--- src/rtl/serial_nibble_adder_ctrl_pkg.sv ---
// rtl/serial_nibble_adder_ctrl_pkg.sv - shared constants and FSM encoding for the serial nibble adder
package adder_ctrl_pkg;

  localparam int NIBBLE_W = 4;

  typedef enum logic [1:0] {
    IDLE = 2'd0,
    RUN  = 2'd1,
    DONE = 2'd2
  } state_t;

  localparam logic OP_ADD = 1'b0;
  localparam logic OP_SUB = 1'b1;

endpackage

--- src/rtl/serial_nibble_adder_ctrl_if.sv ---
// rtl/serial_nibble_adder_ctrl_if.sv - operand/result handshake bundle; op exists only with SERIAL_SUB_EN
interface serial_nibble_adder_ctrl_if
  import adder_ctrl_pkg::*;
#(
  parameter int NIBBLES = 4
);
  localparam int W = NIBBLE_W * NIBBLES;

  logic         in_valid;
  logic         in_ready;
  logic [W-1:0] a;
  logic [W-1:0] b;
`ifdef SERIAL_SUB_EN
  logic         op;
`endif
  logic         out_valid;
  logic         out_ready;
  logic [W-1:0] sum;
  logic         carryout;
  logic         overflow;
  logic         busy;

  modport master (
    output in_valid, a, b, out_ready,
`ifdef SERIAL_SUB_EN
    output op,
`endif
    input  in_ready, out_valid, sum, carryout, overflow, busy
  );

  modport slave (
    input  in_valid, a, b, out_ready,
`ifdef SERIAL_SUB_EN
    input  op,
`endif
    output in_ready, out_valid, sum, carryout, overflow, busy
  );

endinterface

--- src/rtl/serial_nibble_adder_ctrl_nibble_add_slice.sv ---
// rtl/serial_nibble_adder_ctrl_nibble_add_slice.sv - combinational 4-bit ripple adder slice
module nibble_add_slice
  import adder_ctrl_pkg::*;
(
  input  logic [NIBBLE_W-1:0] a,
  input  logic [NIBBLE_W-1:0] b,
  input  logic                carryin,
  output logic [NIBBLE_W-1:0] sum,
  output logic                carryout,
  output logic                c3
);

  logic [NIBBLE_W:0] w_c;

  always_comb begin
    w_c    = '0;
    sum    = '0;
    w_c[0] = carryin;
    for (int i = 0; i < NIBBLE_W; i++) begin
      sum[i]   = a[i] ^ b[i] ^ w_c[i];
      w_c[i+1] = (a[i] & b[i]) | (w_c[i] & (a[i] ^ b[i]));
    end
  end

  assign carryout = w_c[NIBBLE_W];
  assign c3       = w_c[NIBBLE_W-1];

endmodule

--- src/rtl/serial_nibble_adder_ctrl.sv ---
// rtl/serial_nibble_adder_ctrl.sv - wide add sequenced through one nibble slice, LS nibble first
// Optional subtract (a - b) compiled in with SERIAL_SUB_EN.
module serial_nibble_adder_ctrl
  import adder_ctrl_pkg::*;
#(
  parameter int NIBBLES = 4
)
(
  input  logic                      clk,
  input  logic                      rst_n,
  serial_nibble_adder_ctrl_if.slave bus
);

  localparam int W     = NIBBLE_W * NIBBLES;
  localparam int IDX_W = $clog2(NIBBLES);
  localparam logic [IDX_W-1:0] LAST_IDX = IDX_W'(NIBBLES - 1);

  state_t               r_state;
  state_t               w_next;
  logic [W-1:0]         r_a_sh;
  logic [W-1:0]         r_b_sh;
  logic [W-1:0]         r_sum_sh;
  logic [W-1:0]         r_sum;
  logic                 r_carry;
  logic                 r_carryout;
  logic                 r_overflow;
  logic [IDX_W-1:0]     r_idx;

  logic                 w_in_ready;
  logic                 w_out_valid;
  logic                 w_busy;
  logic                 w_accept;
  logic                 w_last;
  logic                 w_sub;
  logic                 w_sub_in;
  logic [NIBBLE_W-1:0]  w_b_nib;
  logic [NIBBLE_W-1:0]  w_s_nib;
  logic                 w_cout;
  logic                 w_c3;
  logic [W-1:0]         w_sum_next;

`ifdef SERIAL_SUB_EN
  logic r_sub;

  assign w_sub_in = (bus.op == OP_SUB);
  assign w_sub    = r_sub;

  always_ff @(posedge clk or negedge rst_n) begin
    if (!rst_n) begin
      r_sub <= 1'b0;
    end else if (w_accept) begin
      r_sub <= w_sub_in;
    end
  end
`else
  assign w_sub_in = 1'b0;
  assign w_sub    = 1'b0;
`endif

  always_ff @(posedge clk or negedge rst_n) begin
    if (!rst_n) begin
      r_state <= IDLE;
    end else begin
      r_state <= w_next;
    end
  end

  always_comb begin
    w_next      = r_state;
    w_in_ready  = 1'b0;
    w_out_valid = 1'b0;
    w_busy      = 1'b0;
    case (r_state)
      IDLE: begin
        w_in_ready = 1'b1;
        if (bus.in_valid) w_next = RUN;
      end
      RUN: begin
        w_busy = 1'b1;
        if (w_last) w_next = DONE;
      end
      DONE: begin
        w_busy      = 1'b1;
        w_out_valid = 1'b1;
        if (bus.out_ready) w_next = IDLE;
      end
      default: w_next = IDLE;
    endcase
  end

  assign w_accept = w_in_ready & bus.in_valid;
  assign w_last   = (r_state == RUN) && (r_idx == LAST_IDX);

  // Subtract is a + ~b + 1: invert each b nibble, carry seeded with 1 at accept.
  assign w_b_nib    = r_b_sh[NIBBLE_W-1:0] ^ {NIBBLE_W{w_sub}};
  assign w_sum_next = {w_s_nib, r_sum_sh[W-1:NIBBLE_W]};

  nibble_add_slice u_slice (
    .a        (r_a_sh[NIBBLE_W-1:0]),
    .b        (w_b_nib),
    .carryin  (r_carry),
    .sum      (w_s_nib),
    .carryout (w_cout),
    .c3       (w_c3)
  );

  always_ff @(posedge clk or negedge rst_n) begin
    if (!rst_n) begin
      r_a_sh     <= '0;
      r_b_sh     <= '0;
      r_sum_sh   <= '0;
      r_sum      <= '0;
      r_carry    <= 1'b0;
      r_carryout <= 1'b0;
      r_overflow <= 1'b0;
      r_idx      <= '0;
    end else if (w_accept) begin
      r_a_sh  <= bus.a;
      r_b_sh  <= bus.b;
      r_carry <= w_sub_in;
      r_idx   <= '0;
    end else if (r_state == RUN) begin
      r_a_sh   <= r_a_sh >> NIBBLE_W;
      r_b_sh   <= r_b_sh >> NIBBLE_W;
      r_sum_sh <= w_sum_next;
      r_carry  <= w_cout;
      r_idx    <= r_idx + 1'b1;
      if (w_last) begin
        r_sum      <= w_sum_next;
        r_carryout <= w_cout;
        r_overflow <= w_c3 ^ w_cout;
      end
    end
  end

  assign bus.in_ready  = w_in_ready;
  assign bus.out_valid = w_out_valid;
  assign bus.busy      = w_busy;
  assign bus.sum       = r_sum;
  assign bus.carryout  = r_carryout;
  assign bus.overflow  = r_overflow;

endmodule

--- src/flat_wrapper.sv ---
// flat-port wrapper written by rule: the top's interface ports become plain ports
module serial_nibble_adder_ctrl_flat import adder_ctrl_pkg::*;
#(
  parameter int NIBBLES = 4
)
  (clk, rst_n, bus_in_valid, bus_a, bus_b, bus_out_ready, bus_in_ready, bus_out_valid, bus_sum, bus_carryout, bus_overflow, bus_busy);
  serial_nibble_adder_ctrl_if #(.NIBBLES(NIBBLES)) bus_i ();
  input  logic clk;
  input  logic rst_n;
  input wire logic [$bits(bus_i.in_valid)-1:0] bus_in_valid;
  input wire logic [$bits(bus_i.a)-1:0] bus_a;
  input wire logic [$bits(bus_i.b)-1:0] bus_b;
  input wire logic [$bits(bus_i.out_ready)-1:0] bus_out_ready;
  output wire logic [$bits(bus_i.in_ready)-1:0] bus_in_ready;
  output wire logic [$bits(bus_i.out_valid)-1:0] bus_out_valid;
  output wire logic [$bits(bus_i.sum)-1:0] bus_sum;
  output wire logic [$bits(bus_i.carryout)-1:0] bus_carryout;
  output wire logic [$bits(bus_i.overflow)-1:0] bus_overflow;
  output wire logic [$bits(bus_i.busy)-1:0] bus_busy;
  assign bus_i.in_valid = bus_in_valid;
  assign bus_i.a = bus_a;
  assign bus_i.b = bus_b;
  assign bus_i.out_ready = bus_out_ready;
  assign bus_in_ready = bus_i.in_ready;
  assign bus_out_valid = bus_i.out_valid;
  assign bus_sum = bus_i.sum;
  assign bus_carryout = bus_i.carryout;
  assign bus_overflow = bus_i.overflow;
  assign bus_busy = bus_i.busy;
  serial_nibble_adder_ctrl #(.NIBBLES(NIBBLES)) u_core (.clk(clk), .rst_n(rst_n), .bus(bus_i));
endmodule
--- config.mk ---
export PLATFORM = sky130hd
export DESIGN_NAME = serial_nibble_adder_ctrl_flat
export DESIGN_NICKNAME = d
export VERILOG_FILES = /design/src/rtl/serial_nibble_adder_ctrl_pkg.sv /design/src/rtl/serial_nibble_adder_ctrl_if.sv /design/src/rtl/serial_nibble_adder_ctrl_nibble_add_slice.sv /design/src/rtl/serial_nibble_adder_ctrl.sv /design/src/flat_wrapper.sv
export SDC_FILE = /design/constraint.sdc
export NUM_CORES = 1
export LEC_CHECK = 0
export ABC_AREA = 1
export CAP_MARGIN = 20
export CORE_ASPECT_RATIO = 1.1
export CORE_UTILIZATION = 46
export CTS_CLUSTER_SIZE = 10
export DETAILED_ROUTE_END_ITERATION = 16
export GPL_TIMING_DRIVEN = 0
export PLACE_DENSITY = 0.83
export REMOVE_ABC_BUFFERS = 1
export SETUP_SLACK_MARGIN = 0.02
export SKIP_CTS_REPAIR_TIMING = 1
export SYNTH_ARGS = -nofsm -noshare
export SYNTH_HDL_FRONTEND = slang
export SYNTH_SLANG_ARGS = --single-unit
--- constraint.sdc ---
create_clock -name clk -period 2.1 [get_ports clk]
set_input_delay 0.21 -clock clk [delete_from_list [all_inputs] [get_ports clk]]
set_output_delay 0.21 -clock clk [all_outputs]
set_load 0.05 [all_outputs]
==> results.md <==
- Setup violators final: 4
- Fin. Hold Viols: 67
- TritonRoute pass-1 iters: 4
- Clock-pin slew on the worst setup and hold paths: approximately 70 ps
- Final min period: about 2200 ps
- RSZ-0062 raised after global routing: true
- Warnings from Yosys: 0
- FF-to-FF Start: u_core.r_a_sh[0]$_DFFE_PN0P_
- HP Class: input port to asynchronous set/reset pin
- Non-filler instance count after layout: 457
- Mean post-synth cell area: a little over 9 sq um
- GPL Wtd Cong: 0.694
- Worst-Margin Slew: 803 ps
- Slew Limit Fails: 0
- Cts bufs inserted: 9
- Synthesized area: 2960 sq um
- Sw Pwr: between 2000 and 3000 uW
- Power share of the clock group: 14.4%
- Power Dens Cells: roughly 1700 nW/um^2
- Gr ovfl total: 0
- Synth Instances: 324
- First-pass GRT wire length: around 10000 um
- Antenna Diode Count: 0
- Worst path arrival time: approximately 2400 ps
- Max_cap viols: 0
- CP Capture Type: flop
- CP Launch Type: flop
- Slew margin rel.: about 46%
- Post-synthesis cell type count: 22
- Final worst-path cycle share: 106%
- Critical path type: flop to flop
- Max clock buf depth: 2
- Core area: 6190 sq um
- Clk_skew: 6.42 ps
- DR iter-0 viols: between 90 and 100
- Internal power: around 3500 uW
- # DRC: 0
- Pin count of the biggest net entering global routing: slightly below 70
- Starting density of the core: between 40% and 50%
- Initial antenna violation count: 0
- Layout fillers: 533
- Sequential-to-total area share from yosys stat: 56.7%
- H-tree depth: 3
- Placed cell count: 441
- Failing checks: negative hold slack, negative setup slack
- Routed length per instance: 12.1 um
- # IOs: between 50 and 60
- Die width: 78.4 um
- Crit path required time: about 2300 ps
- Status: complete, but fails checks
- Vert. Die Dim: 86.1 um
- Sw Ratio: a little over two fifths
- Clk_lat worst skew: ~330 ps
- DRT Wirelength: ~5500 um
- Vias in the first global route: approximately 2,300
- Row count: 30
- Worst hold slack: -33.4 ps
- Reg2Reg Depth: 9
- Die area: between 6000 and 7000 sq um
- Total number of vias: ~2,300
- Routed vias/inst: roughly 5
- Yosys reg bits: 67
- Combinational group share of total power: around 50%
- HPWL Detailed: 3550 um
- Antenna-violating nets left: 0
- Post-route cell area: 3720 sq um
- Reg2Reg Capture Point: u_core.bus.overflow$_DFFE_PN0P_
- Root Buffer: clkbuf_8
- Flop pwr share: 36.6%
- Gr usage total: 19.2%
- CTS tree: done
- Commonest non-fill, non-tap cell in the layout: nand2_1
- Crit-path max FO: 2
- Sink Count: 67
- # nets final: between 400 and 500
- VDD IR-drop max: about 0.8 mV
- IO Port Bufs: between 50 and 60
- Max Fclk: 450 MHz
- Layout area overhead: 26.0%
- Util after Layout: 60.1%
- R2R Setup Slk: -120 ps
- Commonest non-fill, non-tap cells in the layout: 100 x nand2_1, 67 x dfrtp_1, 52 x clkdlybuf4s50_1, 40 x nand3_1, 18 x inv_1
- Final WS setup: -124 ps
- Dpl cell area: ~3500 sq um
- Ratio of cells with drive above 1 in the final layout: roughly 8.8%
- LEAKAGE: around 0.0018 uW
[how the worst max path moves through the flow]
stage | end | depth (start not counted) | start | slack [ps]
after floorplan | u_core.bus.overflow$_DFFE_PN0P_ | 6 | u_core.r_state[1]$_DFFE_PN0P_ | -310
after global placement | u_core.r_a_sh[12]$_DFFE_PN0P_ | 1 | rst_n | -1290
after detailed placement | u_core.bus.overflow$_DFFE_PN0P_ | 9 | u_core.r_carry$_DFFE_PN0P_ | -230
after CTS | u_core.bus.overflow$_DFFE_PN0P_ | 9 | u_core.r_carry$_DFFE_PN0P_ | -250
after global routing | u_core.r_sum_sh[15]$_DFFE_PN0P_ | 8 | u_core.r_a_sh[0]$_DFFE_PN0P_ | -210
final | u_core.bus.overflow$_DFFE_PN0P_ | 9 | u_core.r_a_sh[0]$_DFFE_PN0P_ | -120
[flip-flops by register name, indices dropped and copies added, names as in the netlist]
| name | flops |
|---|---|
| u_core.r_idx | 2 |
| u_core.r_state | 2 |
| u_core.r_a_sh | 16 |
| u_core.r_carry | 1 |
| u_core.bus.carryout | 1 |
| u_core.r_b_sh | 16 |
| u_core.bus.overflow | 1 |
| u_core.bus.sum | 16 |
| u_core.r_sum_sh | 12 |
[cells by family after synthesis]
| kind of cell | Yosys count | share of synthesized area [%] |
|---|---|---|
| XOR/XNOR | 2 | 0.593 |
| AND/OR/NAND/NOR | 161 | 22.4 |
| adder cells (fa/ha/maj) | 8 | 4.40 |
| buffers and inverters | 44 | 7.75 |
| flip-flops | 67 | 56.7 |
| AO/OA/AOI/OAI | 42 | 8.13 |
[cell type report]
type                       count  area, sq um  share of cell area [%]
sequential                    67         1680                    45.0
multi-input combinational    213         1090                    29.3
clock buffer                  12          145                    3.90
tap                           80          100                    2.69
timing repair buffer          58          601                    16.1
inverter                      24         92.6                    2.49
clock inverter                 3         15.0                   0.403
[synth_stat cells, drive strengths merged]
cell,count,area share [%]
a31oi,14,3.4
inv,23,3.0
nand2,103,13
buf,20,4.6
fa,4,2.7
nand3,40,6.8
o21ai,27,4.6
nand4,1,0.21
nor2,17,2.2
dfrtp,67,57
xor2,1,0.30
ha,4,1.7
clkinv,1,0.13
a21oi,1,0.17
xnor2,1,0.30
[power by group through the flow]
stage	Clock, uW	Combinational [uW]	Sequential, uW
floorplan	0	1520	2720
global placement	0	2750	2240
detailed placement	0	2910	2270
CTS	910	2920	2250
global route	974	3360	2330
finish	885	3010	2250
[stage by stage]
stage                     TNS [ps]  total power (uW)  setup WS (ps)
after floorplan              -6210              4240           -312
after global placement     -132570              4990          -1290
after detailed placement     -2580              5180           -232
after CTS                    -2960              6080           -251
after global routing          -736              6660           -206
final                         -324              6140           -124
[worst max-delay path, cell delays in order, from the launching register on]
cell and delay (ps):
dfrtp_1 400, fa_2 390, inv_2 60, fa_2 190, inv_2 40, fa_2 370, fa_2 390, xor2_1 160
nand2_1 60, nand2_1 60
[routing by layer]
layer  routed length [um]  track usage [%]  vias to the layer above
met3                  240             5.53                        8
met1                 2450             23.9                     1044
met5                    0                0                        -
met4                   86             6.90                        0
met2                 2740             31.8                       64
li1                     -                -                     1137
No activity file was read; power rests on OpenSTA's default activity.
